`src/rtl/data_mem_access_unit.sv`:
```
// Load/store unit between the core and a word-wide data memory: byte/half/word
// access with read-modify-write sub-word stores. Optional misalignment trap: LSU_MISALIGN_TRAP_EN.
module data_mem_access_unit #(
  parameter int DEPTH = 32
) (
  input  logic        Clk,
  input  logic        Rst,
  input  logic        ReqValid,
  output logic        ReqReady,
  input  logic        ReqStore,
  input  logic [2:0]  ReqFunct3,
  input  logic [31:0] ReqAddr,
  input  logic [31:0] ReqWData,
  output logic        RspValid,
  input  logic        RspReady,
  output logic [31:0] RspRData,
  output logic        RspErr,
  output logic [31:0] MemAddr,
  output logic [31:0] MemWData,
  output logic        MemWen,
  input  logic [31:0] MemRData
);

  typedef enum logic [1:0] {IDLE, READ, WRITE, RESP} state_t;

  state_t      st, st_nxt;
  logic        store_q, err_q;
  logic [2:0]  f3_q;
  logic [31:0] addr_q, wdata_q, word_q, rdata_q;

  logic        accept, f3_bad, oob, is_half, is_word, req_err;
  logic [31:0] addr_al, ld_val, merged;
  logic [31:0] b_sh, h_sh;
  logic [4:0]  sh_b, sh_h;

  assign accept  = ReqValid && ReqReady;
  assign is_half = (ReqFunct3[1:0] == 2'd1);
  assign is_word = (ReqFunct3[1:0] == 2'd2);
  assign f3_bad  = ReqStore ? (ReqFunct3 > 3'd2)
                            : ((ReqFunct3 == 3'd3) || (ReqFunct3 >= 3'd6));
  assign oob     = ({2'b00, ReqAddr[31:2]} >= 32'(DEPTH));

`ifdef LSU_MISALIGN_TRAP_EN
  logic mis;
  assign mis     = (is_half && ReqAddr[0]) || (is_word && (ReqAddr[1:0] != 2'b00));
  assign req_err = f3_bad || oob || mis;
  assign addr_al = ReqAddr;
`else
  // Misaligned sub-word addresses are silently rounded down to the natural boundary.
  assign req_err = f3_bad || oob;
  assign addr_al = is_word ? {ReqAddr[31:2], 2'b00} :
                   is_half ? {ReqAddr[31:1], 1'b0}  : ReqAddr;
`endif

  // Lane extraction for loads, taken straight from the memory read word.
  assign sh_b = {addr_q[1:0], 3'b000};
  assign sh_h = {addr_q[1], 4'b0000};
  assign b_sh = MemRData >> sh_b;
  assign h_sh = MemRData >> sh_h;

  always_comb begin
    ld_val = 32'd0;
    case (f3_q)
      3'd0:    ld_val = {{24{b_sh[7]}}, b_sh[7:0]};
      3'd1:    ld_val = {{16{h_sh[15]}}, h_sh[15:0]};
      3'd2:    ld_val = MemRData;
      3'd4:    ld_val = {24'd0, b_sh[7:0]};
      3'd5:    ld_val = {16'd0, h_sh[15:0]};
      default: ld_val = 32'd0;
    endcase
  end

  // Sub-word store: splice the new lane into the word captured during READ.
  always_comb begin
    merged = word_q;
    if (f3_q[1:0] == 2'd0)
      merged = (word_q & ~(32'h0000_00FF << sh_b)) | ({24'd0, wdata_q[7:0]} << sh_b);
    else if (f3_q[1:0] == 2'd1)
      merged = (word_q & ~(32'h0000_FFFF << sh_h)) | ({16'd0, wdata_q[15:0]} << sh_h);
  end

  always_ff @(posedge Clk) begin
    if (!Rst) st <= IDLE;
    else      st <= st_nxt;
  end

  always_comb begin
    st_nxt = st;
    case (st)
      IDLE: begin
        if (accept) begin
          if (req_err)        st_nxt = RESP;
          else if (!ReqStore) st_nxt = READ;
          else if (is_word)   st_nxt = WRITE;
          else                st_nxt = READ;
        end
      end
      READ:    st_nxt = store_q ? WRITE : RESP;
      WRITE:   st_nxt = RESP;
      RESP:    if (RspReady) st_nxt = IDLE;
      default: st_nxt = IDLE;
    endcase
  end

  always_comb begin
    ReqReady = (st == IDLE);
    RspValid = (st == RESP);
    RspRData = 32'd0;
    RspErr   = 1'b0;
    MemAddr  = 32'd0;
    MemWData = 32'd0;
    MemWen   = 1'b0;
    case (st)
      READ:  MemAddr = {2'b00, addr_q[31:2]};
      WRITE: begin
        MemAddr  = {2'b00, addr_q[31:2]};
        MemWData = (f3_q[1:0] == 2'd2) ? wdata_q : merged;
        MemWen   = 1'b1;
      end
      RESP: begin
        RspRData = rdata_q;
        RspErr   = err_q;
      end
      default: ;
    endcase
  end

  always_ff @(posedge Clk) begin
    if (!Rst) begin
      store_q <= 1'b0;
      err_q   <= 1'b0;
      f3_q    <= 3'd0;
      addr_q  <= 32'd0;
      wdata_q <= 32'd0;
      word_q  <= 32'd0;
      rdata_q <= 32'd0;
    end else begin
      if (accept) begin
        store_q <= ReqStore;
        err_q   <= req_err;
        f3_q    <= ReqFunct3;
        addr_q  <= addr_al;
        wdata_q <= ReqWData;
        rdata_q <= 32'd0;
      end
      if (st == READ) begin
        word_q <= MemRData;
        if (!store_q) rdata_q <= ld_val;
      end
    end
  end

endmodule

```
`config.mk`:
```
export PLATFORM = sky130hd
export DESIGN_NAME = data_mem_access_unit
export DESIGN_NICKNAME = d
export VERILOG_FILES = /design/src/rtl/data_mem_access_unit.sv
export SDC_FILE = /design/constraint.sdc
export NUM_CORES = 1
export LEC_CHECK = 0
export BUFFER_PORTS_ARGS = -buffer_cell sky130_fd_sc_hd__buf_2
export CAP_MARGIN = 20
export CORE_MARGIN = 3
export CORE_UTILIZATION = 46
export DETAILED_ROUTE_END_ITERATION = 7
export GPL_ROUTABILITY_DRIVEN = 0
export GPL_TIMING_DRIVEN = 0
export PLACE_DENSITY_LB_ADDON = 0.25
export SETUP_SLACK_MARGIN = 0.02
export SLEW_MARGIN = 20
export SYNTH_ARGS = -nofsm -noshare
export SYNTH_HDL_FRONTEND = slang
export SYNTH_SLANG_ARGS = --single-unit
```
`constraint.sdc`:
```
create_clock -name Clk -period 2.25 [get_ports Clk]
set_input_delay 0.45 -clock Clk [delete_from_list [all_inputs] [get_ports Clk]]
set_output_delay 0.45 -clock Clk [all_outputs]
set_load 0.01 [all_outputs]
```
==> results of run 1 <==
power groups by stage:
stage / Clock [mW] / Sequential (mW) / Combinational [mW]
2_1_floorplan: 0 / 3.13 / 2.39
5_1_grt: 2.93 / 3.36 / 4.49
3_5_place_dp: 0 / 3.29 / 3.37
6_report: 2.81 / 3.33 / 4.13
3_3_place_gp: 0 / 3.28 / 3.33
4_1_cts: 2.81 / 3.26 / 3.78
cells in the final DEF (no fill, tap or decap), types with 9 or more instances in the layout:
| cell type | n |
|---|---|
| a21boi_0 | 66 |
| and3_1 | 20 |
| buf_2 | 206 |
| and2_1 | 67 |
| mux2i_1 | 47 |
| o21ai_1 | 12 |
| buf_4 | 42 |
| clkbuf_1 | 29 |
| dfxtp_1 | 129 |
| a21oi_1 | 40 |
| nor2b_1 | 36 |
| o21ai_0 | 38 |
| clkbuf_2 | 9 |
| clkbuf_16 | 19 |
| nand2_1 | 161 |
cell families after synthesis:
logic type                 share of synthesized area (%)
AOI/OAI and AO/OA                                  23.50
adders and majority gates                         0.7052
buffers and inverters                              4.672
DFF                                                38.08
muxes                                              8.216
other                                            0.05284
and+or+nand+nor                                    24.77
sequential cells by signal, summed over array words and instances, names as in the netlist:
signal	cells
addr_q	32
err_q	1
f3_q	3
rdata_q	32
st	2
store_q	1
wdata_q	32
word_q	32
routing by layer:
| metal | wire, um | share of wire [%] | vias up | GRT usage, % |
|---|---|---|---|---|
| li1 | - | - | 3520 | - |
| met3 | 2042 | 8.1 | 65 | 6.386 |
| met1 | 10790 | 43 | 3426 | 37.32 |
| met2 | 11710 | 47 | 347 | 46.62 |
| met5 | 7 | 0.028 | - | 0 |
| met4 | 623 | 2.5 | 2 | 8.313 |
repair_timing:
action / CTS / global route
endpoints found under the setup margin: 94 / 89
setup buffers: 20 / 20
pin swaps: 24 / 32
resized for setup: 84 / 65
gates cloned: 0 / 1
path summary, 6_finish.rpt:
check                    from     endpoint
setup / recovery      f3_q[0]  MemWData[5]
hold / removal     ReqAddr[3]    addr_q[3]
setup reg to reg        st[1]   wdata_q[6]
hold reg to reg   rdata_q[15]  rdata_q[15]
worst min-delay path, cell delays in order:
cell,delay (ns)
buf_2,0.09
nand2_1,0.04
a21boi_0,0.06
area by class of cell:
class,instances,share of cell area [%]
Multi-Input combinational cell,653,45.09
Sequential cell,135,27.96
Timing Repair Buffer,241,14.15
Clock buffer,20,4.797
Buffer,66,4.257
Tap cell,184,2.366
Clock inverter,11,1.273
Inverter,3,0.1157
==> qor.csv, run 1 <==
stage,metric,value,unit
setup_path,crit-path cells,"buf_6, nor2b_4, buf_6, o21ai_4, nand3_1, a21boi_1, buf_2",
clock_tree,clk_lat worst skew,0.44,ns
place,placed instance count,1245,
cells_and_area,antenna cells,0,
clock_tree,clock buffer count from CTS,17,
setup_path,Crit Path Category,reg -> out,
yosys,Post-Syn Area,7097,um^2
clock_tree,clock sink count,135,
pwr,Power Dens Cells,1055,nW/um^2
setup_path,Critical Path AT,1.85,ns
place,# port buffers,200,
route,via count,7360,
cells_and_area,share of post-route cells with drive strength above 1,34.46,%
global_routing,Overflow after GRT,0,
setup_path,Startpoint Class,register,
setup_path,CP Capture Type,output port,
clock_tree,CTS tree,yes,
yosys,post-synth top area share,38.08,%
sta,Max Clock Skew,0.009668,ns
pwr,switching power,3.878,mW
yosys,"count leader, synth",nand2_1,
cells_and_area,area of the multi-input gates,4387,um^2
yosys,"EDFF count, synth",0,
clock_tree,Root Driver,clkbuf_16,
min_path,Hold Crit Class,in -> reg,
cells_and_area,Final Util,65.70,%
cells_and_area,final net count,1225,
route,DRT Wirelength,25.18,mm
yosys,register area share after synthesis,38.08,%
setup_path,Critical Path Max Stage Delay,0.39,ns
setup_path,crit-path leading delay family,compound AO/OA/AOI/OAI gates,
outcome,outcome,finished with violations,
cells_and_area,Non-Filler Instances,1313,
floorplanning,starting density of the core,47.92,%
yosys,post-synth cell types,56,
setup_path,Worst path depth,7,
sta,period utilization,102.3,%
setup_path,"Max stage delay cell, worst path",dfxtp_4,
route,Remaining DRCs,0,
sta,post-route worst setup slack,-0.05208,ns
route,Via density,5.605,
global_routing,first-pass GRT wire length,37.01,mm
pwr,sequential power share,32.4,%
pwr,Clock power frac,27.3,%
yosys,Ys Warns,0,
setup_path,Critical Path Fanout Max,8,
pwr,Peak VDD IR,0.7600,mV
setup_path,R2R setup slack,0.24,ns
setup_path,WP data required,1.80,ns
sta,min cycle time layout,2.302,ns
cells_and_area,FF+latch area,2720,um^2
yosys,most common library cells after synthesis,"nand2_1 (164), dfxtp_1 (135), a21boi_0 (70)",
place,Placement Cell Area,8332,um^2
sta,"Hold Violations, Final",0,
place,dpl ws,0.01938,ns
cells_and_area,synth-to-layout area growth,37.09,%
route,drt pass-1 iters,7,
sta,fmax,434.4,MHz
global_routing,initial antenna violation count,1,
floorplanning,Die W,130.2,um
yosys,Seq cells post-synth,135,
global_routing,GR Util All Layers,28.34,%
sta,Final Max Slew Viols,0,
sta,RSZ-0062 raised after global routing,true,
yosys,"area leader, netlist",dfxtp_1,
place,hpwl dp,17.61,mm
clock_tree,hold_buf cts,0,
clock_tree,# H-tree levels,4,
setup_path,CP bufs+invs,3,
global_routing,pin count of the biggest net entering global routing,17,
floorplanning,core area,14810,um^2
route,Routed Antenna Nets,0,
cells_and_area,"Design Area, Final",9729,um^2
route,Starting DRT DRC Count,515,
clock_tree,"Clk pin slew, worst setup/hold paths",0.06,ns
yosys,cells after synthesis,860,
sta,actual slew at the worst max-slew pin,0.8174,ns
pwr,switching share of power,37.77,%
pwr,Total Power,10.27,mW
clock_tree,Max Root-Sink Buffers,2,
sta,relative slew slack,45.50,%
outcome,failing checks,setup timing,
sta,hold_ws,0.2624,ns
min_path,Worst Hold Path Cells,3,
setup_path,CP most frequent cell,buf_6,
sta,setup TNS,-0.2851,ns
floorplanning,Die H,130.2,um
setup_path,Reg2Reg Depth,7,
yosys,ys async rst share,0,%
floorplanning,Die ar.,16950,um^2
job,Max Cap Violations,0,
cells_and_area,filler cell count,1237,
route,wire length per cell,19.18,um
global_routing,vias in the first global route,6830,
yosys,syn avg cell area,8.252,um^2
yosys,Synth Flop Type,dfxtp_1,
pwr,Lkg Pwr,4.311,nW
sta,count of final setup violators,12,
floorplanning,Core Rows,44,
yosys,top post-synthesis cells by area,"dfxtp_1 (38%), nand2_1 (8.7%), a21boi_0 (7.4%)",
pwr,combinational share of power,40.3,%
pwr,Pint,6.389,mW
floorplanning,# IOs,204,
No activity file was read; power rests on OpenSTA's default activity.
==> run 2: changes to the inputs <==
CORE_UTILIZATION = 40   (was 46)
CTS_CLUSTER_SIZE = 14   (was unset)
SKIP_LAST_GASP = 1   (was unset)
==> qor.csv, run 2 (synthesis results as in run 1) <==
stage,metric,value,unit,change
cells_and_area,FF+latch area,2720,um^2,unchanged
setup_path,Critical Path Fanout Max,8,,unchanged
sta,Max Clock Skew,0.006077,ns,-0.003591 ns
sta,fmax,430.9,MHz,-0.81%
route,Routed Antenna Nets,0,,unchanged
floorplanning,core area,17360,um^2,+17%
pwr,Power Dens Cells,1061,nW/um^2,+0.55%
setup_path,Crit Path Category,reg -> out,,
cells_and_area,final net count,1224,,-0.082%
place,placed instance count,1286,,+3.3%
sta,actual slew at the worst max-slew pin,0.8676,ns,+0.05011 ns
setup_path,Critical Path Max Stage Delay,0.39,ns,about the same
floorplanning,starting density of the core,40.89,%,-7.0 points
route,via count,7261,,-1.3%
cells_and_area,synth-to-layout area growth,38.45,%,
global_routing,vias in the first global route,6767,,-0.92%
floorplanning,Die ar.,19380,um^2,+14%
cells_and_area,"Design Area, Final",9826,um^2,+0.99%
clock_tree,clock sink count,135,,unchanged
min_path,Hold EP,wdata_q[6],,
route,drt pass-1 iters,5,,-2
setup_path,crit-path leading delay family,compound AO/OA/AOI/OAI gates,,
route,Remaining DRCs,0,,unchanged
global_routing,GR Util All Layers,24.56,%,-3.8 points
clock_tree,Max Root-Sink Buffers,2,,unchanged
sta,period utilization,103.2,%,+0.84 points
cells_and_area,filler cell count,1589,,+28%
cells_and_area,share of post-route cells with drive strength above 1,34.13,%,-0.32 points
sta,"Hold Violations, Final",0,,unchanged
route,Starting DRT DRC Count,505,,-1.9%
route,DRT Wirelength,25.49,mm,+1.2%
floorplanning,Die H,139.2,um,+6.9%
setup_path,WP data required,1.80,ns,about the same
cells_and_area,antenna cells,0,,unchanged
clock_tree,clock buffer count from CTS,17,,unchanged
job,Max Cap Violations,0,,unchanged
pwr,Lkg Pwr,4.302,nW,-0.21%
pwr,Total Power,10.43,mW,+1.5%
sta,RSZ-0062 raised after global routing,true,,
sta,count of final setup violators,6,,-6
pwr,Peak VDD IR,0.6407,mV,-16%
min_path,Hold Crit Class,in -> reg,,
sta,min cycle time layout,2.321,ns,+0.01886 ns
setup_path,CP Capture Type,output port,,
clock_tree,# H-tree levels,4,,unchanged
clock_tree,"Clk pin slew, worst setup/hold paths",0.06,ns,about the same
floorplanning,Die W,139.2,um,+6.9%
cells_and_area,area of the multi-input gates,4393,um^2,+0.14%
sta,relative slew slack,42.16,%,-3.3 points
cells_and_area,most frequent cells in the layout,"buf_2 (208), nand2_1 (161), dfxtp_1 (129)",,
sta,Final Max Slew Viols,0,,unchanged
clock_tree,clk_lat worst skew,0.43,ns,about the same
cells_and_area,"commonest non-fill, non-tap cell in the layout",buf_2,,
min_path,Worst Hold Path Cells,3,,unchanged
cells_and_area,Non-Filler Instances,1353,,+3.0%
global_routing,pin count of the biggest net entering global routing,17,,unchanged
place,hpwl dp,18.16,mm,+3.1%
setup_path,"Max stage delay cell, worst path",dfxtp_4,,
setup_path,worst flop-to-flop path startpoint,st[1],,
setup_path,RR Endpoint,rdata_q[1],,
clock_tree,Root Driver,clkbuf_16,,
setup_path,CP bufs+invs,3,,unchanged
route,wire length per cell,18.84,um,-1.7%
outcome,failing checks,setup timing,,
setup_path,R2R setup slack,0.18,ns,-0.06 ns
outcome,outcome,finished with violations,,
clock_tree,CTS tree,yes,,
sta,hold_ws,0.2642,ns,+0.001753 ns
floorplanning,Core Rows,48,,+9.1%
floorplanning,# IOs,204,,unchanged
global_routing,initial antenna violation count,1,,unchanged
global_routing,Overflow after GRT,0,,unchanged
sta,post-route worst setup slack,-0.07094,ns,-0.01886 ns
global_routing,first-pass GRT wire length,37.57,mm,+1.5%
setup_path,Reg2Reg Depth,9,,+2
setup_path,Critical Path AT,1.87,ns,+0.02 ns
place,# port buffers,200,,unchanged
route,Via density,5.367,,-4.3%
setup_path,crit-path cells,"clkbuf_16, nor2_4, a21boi_4, buf_12, o221ai_4, a21oi_2, buf_2",,
setup_path,Startpoint Class,register,,
place,Placement Cell Area,8383,um^2,+0.62%
min_path,hold wc startpoint,ReqWData[6],,
run 2: cell count changes in the layout (fill, tap and decap cells not counted), sizes merged:
cell | before | now
bufinv | 2 | 4
clkbuf | 63 | 64
inv | 4 | 3
clkinv | 5 | 4
buf | 264 | 262
run 2: power breakdown:
part           total (mW)  internal [mW]  switching [mW]  leakage (nW)
logic                4.12           1.80            2.32          2.90
registers            3.32           2.89           0.434          1.11
clock network        2.99           1.91            1.08         0.298
total                10.4           6.59            3.84          4.30
run 2: per-stage QoR:
step                      utilization [%]  setup WS (ns)  setup TNS (ns)
final                               56.61       -0.07094         -0.2086
after global routing                56.61        -0.1091          -1.391
after CTS                           54.87       -0.06187         -0.3362
after detailed placement            48.30       -0.02210         -0.1485
after global placement              48.30       -0.01736        -0.02642
after floorplan                         -         0.3665               0
run 2: layer usage:
layer	wire (um)	GRT usage [%]
met1	10920	32.46
met2	11690	38.99
met3	2176	7.103
met4	690	7.570
met5	13	0
run 2: layout make-up:
| cell class | instances | area share [%] |
|---|---|---|
| clock buffer | 20 | 4.648 |
| tap | 225 | 2.865 |
| clock inverter | 11 | 1.770 |
| multi-input combinational | 653 | 44.71 |
| buffer | 66 | 4.139 |
| sequential | 135 | 27.68 |
| inverter | 3 | 0.1146 |
| timing repair buffer | 240 | 14.07 |
run 2: worst reg2reg max path, delay by kind of cell (launching register included):
family	cells	cell delay [ns]
DFF	1	0.39
buffers and inverters	4	0.84
and+or+nand+nor	2	0.44
adders and majority gates	1	0.18
AOI/OAI and AO/OA	2	0.16
run 2: worst max-delay path by stage:
stage                    from           to  slack [ns]  cells after the start
detailed placement      st[0]   addr_q[25]       -0.02                      7
global route          f3_q[1]  MemWData[8]       -0.11                      7
floorplan           addr_q[0]  MemWData[2]        0.37                      6
finish                f3_q[1]  MemWData[8]       -0.07                      7
CTS                 addr_q[0]  MemWData[0]       -0.06                      7
global placement        st[0]      f3_q[0]       -0.02                      7
run 2: repair_timing:
action | 4_1_cts | 5_1_grt
buffers inserted | 22 | 17
hold buffers | 0 | 0
cloned | 1 | 2
resized for setup | 84 | 60
pin swaps | 25 | 31
endpoints found under the hold margin | 0 | 0
endpoints found under the setup margin | 109 | 95
==> run 3: changes to the inputs <==
TNS_END_PERCENT = 20   (was unset)
clock period = 3 ns   (was 2.25 ns; I/O delays follow)
==> qor.csv, run 3 (synthesis results as in run 1) <==
stage,metric,value,unit,change
sta,"Hold Violations, Final",0,,unchanged
global_routing,first-pass GRT wire length,36.44,mm,-3.0%
sta,RSZ-0062 raised after global routing,true,,
min_path,Hold Crit Class,in -> reg,,
job,Max Cap Violations,0,,unchanged
cells_and_area,FF+latch area,2703,um^2,-0.64%
setup_path,worst flop-to-flop path startpoint,st[0],,
sta,period utilization,95.06,%,
route,DRT Wirelength,23.71,mm,-7.0%
route,DRT met1 WL,10.78,mm,-1.2%
place,hpwl dp,18.16,mm,unchanged
sta,Max Clock Skew,0.006687,ns,+0.0006105 ns
route,wire length per cell,18.01,um,-4.4%
sta,fmax,350.6,MHz,
cells_and_area,area of the multi-input gates,4068,um^2,-7.4%
global_routing,Overflow after GRT,0,,unchanged
floorplanning,starting density of the core,40.89,%,unchanged
cells_and_area,share of post-route cells with drive strength above 1,25.92,%,-8.2 points
min_path,Hold EP,wdata_q[3],,
setup_path,RR Endpoint,f3_q[0],,
setup_path,Critical Path Fanout Max,10,,+2
setup_path,CP Capture Type,output port,,
floorplanning,# IOs,204,,unchanged
floorplanning,Die W,139.2,um,unchanged
route,Remaining DRCs,0,,unchanged
route,Max Used Layer,met5,,
place,Placement Cell Area,8383,um^2,unchanged
setup_path,Critical Path AT,2.25,ns,+0.38 ns
route,drt pass-1 iters,5,,unchanged
pwr,Power Dens Cells,803.7,nW/um^2,-24%
cells_and_area,Final Util,51.96,%,-4.6 points
clock_tree,# H-tree levels,4,,unchanged
cells_and_area,filler cell count,1710,,+7.6%
setup_path,Reg2Reg Depth,7,,-2
route,Starting DRT DRC Count,478,,-5.3%
cells_and_area,final net count,1188,,-2.9%
floorplanning,Die ar.,19380,um^2,unchanged
sta,relative slew slack,43.24,%,+1.1 points
route,Routed Antenna Nets,0,,unchanged
sta,actual slew at the worst max-slew pin,0.8513,ns,-0.01622 ns
clock_tree,CTS tree,yes,,
sta,setup TNS,0,ns,+0.2086 ns
floorplanning,core area,17360,um^2,unchanged
sta,min cycle time layout,2.852,ns,
setup_path,Startpoint Class,register,,
setup_path,Crit Path Category,reg -> out,,
clock_tree,clock sink count,135,,unchanged
clock_tree,Max Root-Sink Buffers,2,,unchanged
clock_tree,clock buffer count from CTS,17,,unchanged
clock_tree,"Clk pin slew, worst setup/hold paths",0.06,ns,about the same
cells_and_area,"Design Area, Final",9019,um^2,-8.2%
floorplanning,Core Rows,48,,unchanged
cells_and_area,"commonest non-fill, non-tap cell in the layout",buf_2,,
sta,Final Max Slew Viols,0,,unchanged
cells_and_area,Non-Filler Instances,1317,,-2.7%
cells_and_area,synth-to-layout area growth,27.08,%,
cells_and_area,most frequent cells in the layout,"buf_2 (211), nand2_1 (164), dfxtp_1 (135)",,
clock_tree,clk_lat worst skew,0.43,ns,about the same
outcome,outcome,finished clean,,
global_routing,GR Util All Layers,23.84,%,-0.72 points
cells_and_area,antenna cells,0,,unchanged
pwr,Peak VDD IR,0.4879,mV,-24%
min_path,hold wc startpoint,ReqWData[3],,
sta,count of final setup violators,0,,-6
setup_path,R2R setup slack,0.72,ns,+0.54 ns
pwr,Lkg Pwr,3.981,nW,-7.5%
clock_tree,Root Driver,clkbuf_16,,
place,# port buffers,200,,unchanged
floorplanning,Die H,139.2,um,unchanged
route,via count,6931,,-4.5%
global_routing,vias in the first global route,6517,,-3.7%
min_path,Worst Hold Path Cells,3,,unchanged
sta,post-route worst setup slack,0.1481,ns,+0.2191 ns
place,dpl ws,0.5860,ns,+0.6081 ns
setup_path,WP data required,2.40,ns,+0.60 ns
route,WL met3,1.904,mm,-13%
global_routing,initial antenna violation count,1,,unchanged
place,placed instance count,1286,,unchanged
route,DR WL met2,10.66,mm,-8.8%
route,Via density,5.263,,-1.9%
global_routing,pin count of the biggest net entering global routing,17,,unchanged
[run 3: timing repair]
action | in CTS | in global routing
buffers inserted | 0 | 0
gates resized for setup | 0 | 4
hold buffers | 0 | 0
setup endpoints to repair | 0 | 6
[run 3: per-layer routing]
metal,global-route usage (%),vias to the layer above
li1,-,3438
met1,32.32,3173
met2,37.48,294
met3,6.931,24
met4,6.076,2
met5,0,-
[run 3: critical path, stage by stage, from the launching register on]
cell and delay, ns:
dfxtp_1 0.34, inv_1 0.09, ha_1 0.33, clkbuf_1 0.41, o221a_2 0.30, o21a_1 0.19
buf_2 0.15
[run 3: worst max path at each step]
stage	from	endpoint	slack, ns
after floorplan	addr_q[0]	MemWData[2]	0.97
after global placement	addr_q[1]	MemWData[25]	0.59
after detailed placement	addr_q[0]	MemWData[4]	0.59
after CTS	addr_q[0]	MemWData[4]	0.11
after global routing	f3_q[0]	MemWData[0]	0.01
final	st[0]	MemWData[21]	0.15
[run 3: layout make-up]
class | count | share of cell area [%]
Multi-Input combinational cell | 653 | 45.10
Sequential cell | 135 | 29.97
Timing Repair Buffer | 200 | 11.10
Clock buffer | 20 | 5.064
Buffer | 70 | 3.593
Tap cell | 225 | 3.122
Clock inverter | 11 | 1.928
Inverter | 3 | 0.1249
[run 3: power by group]
part,leakage [nW],internal (mW),total [mW],switching (mW)
clock,0.298,1.43,2.24,0.806
combinational,2.58,1.00,2.57,1.57
sequential,1.10,2.16,2.45,0.286
[run 3: per-stage QoR]
| step | total power, mW | hold WS (ns) |
|---|---|---|
| floorplan | 4.141 | 0.4148 |
| global placement | 4.988 | 0.4319 |
| detailed placement | 5.017 | 0.4334 |
| CTS | 7.260 | 0.4050 |
| global route | 7.662 | 0.4137 |
| finish | 7.248 | 0.4178 |
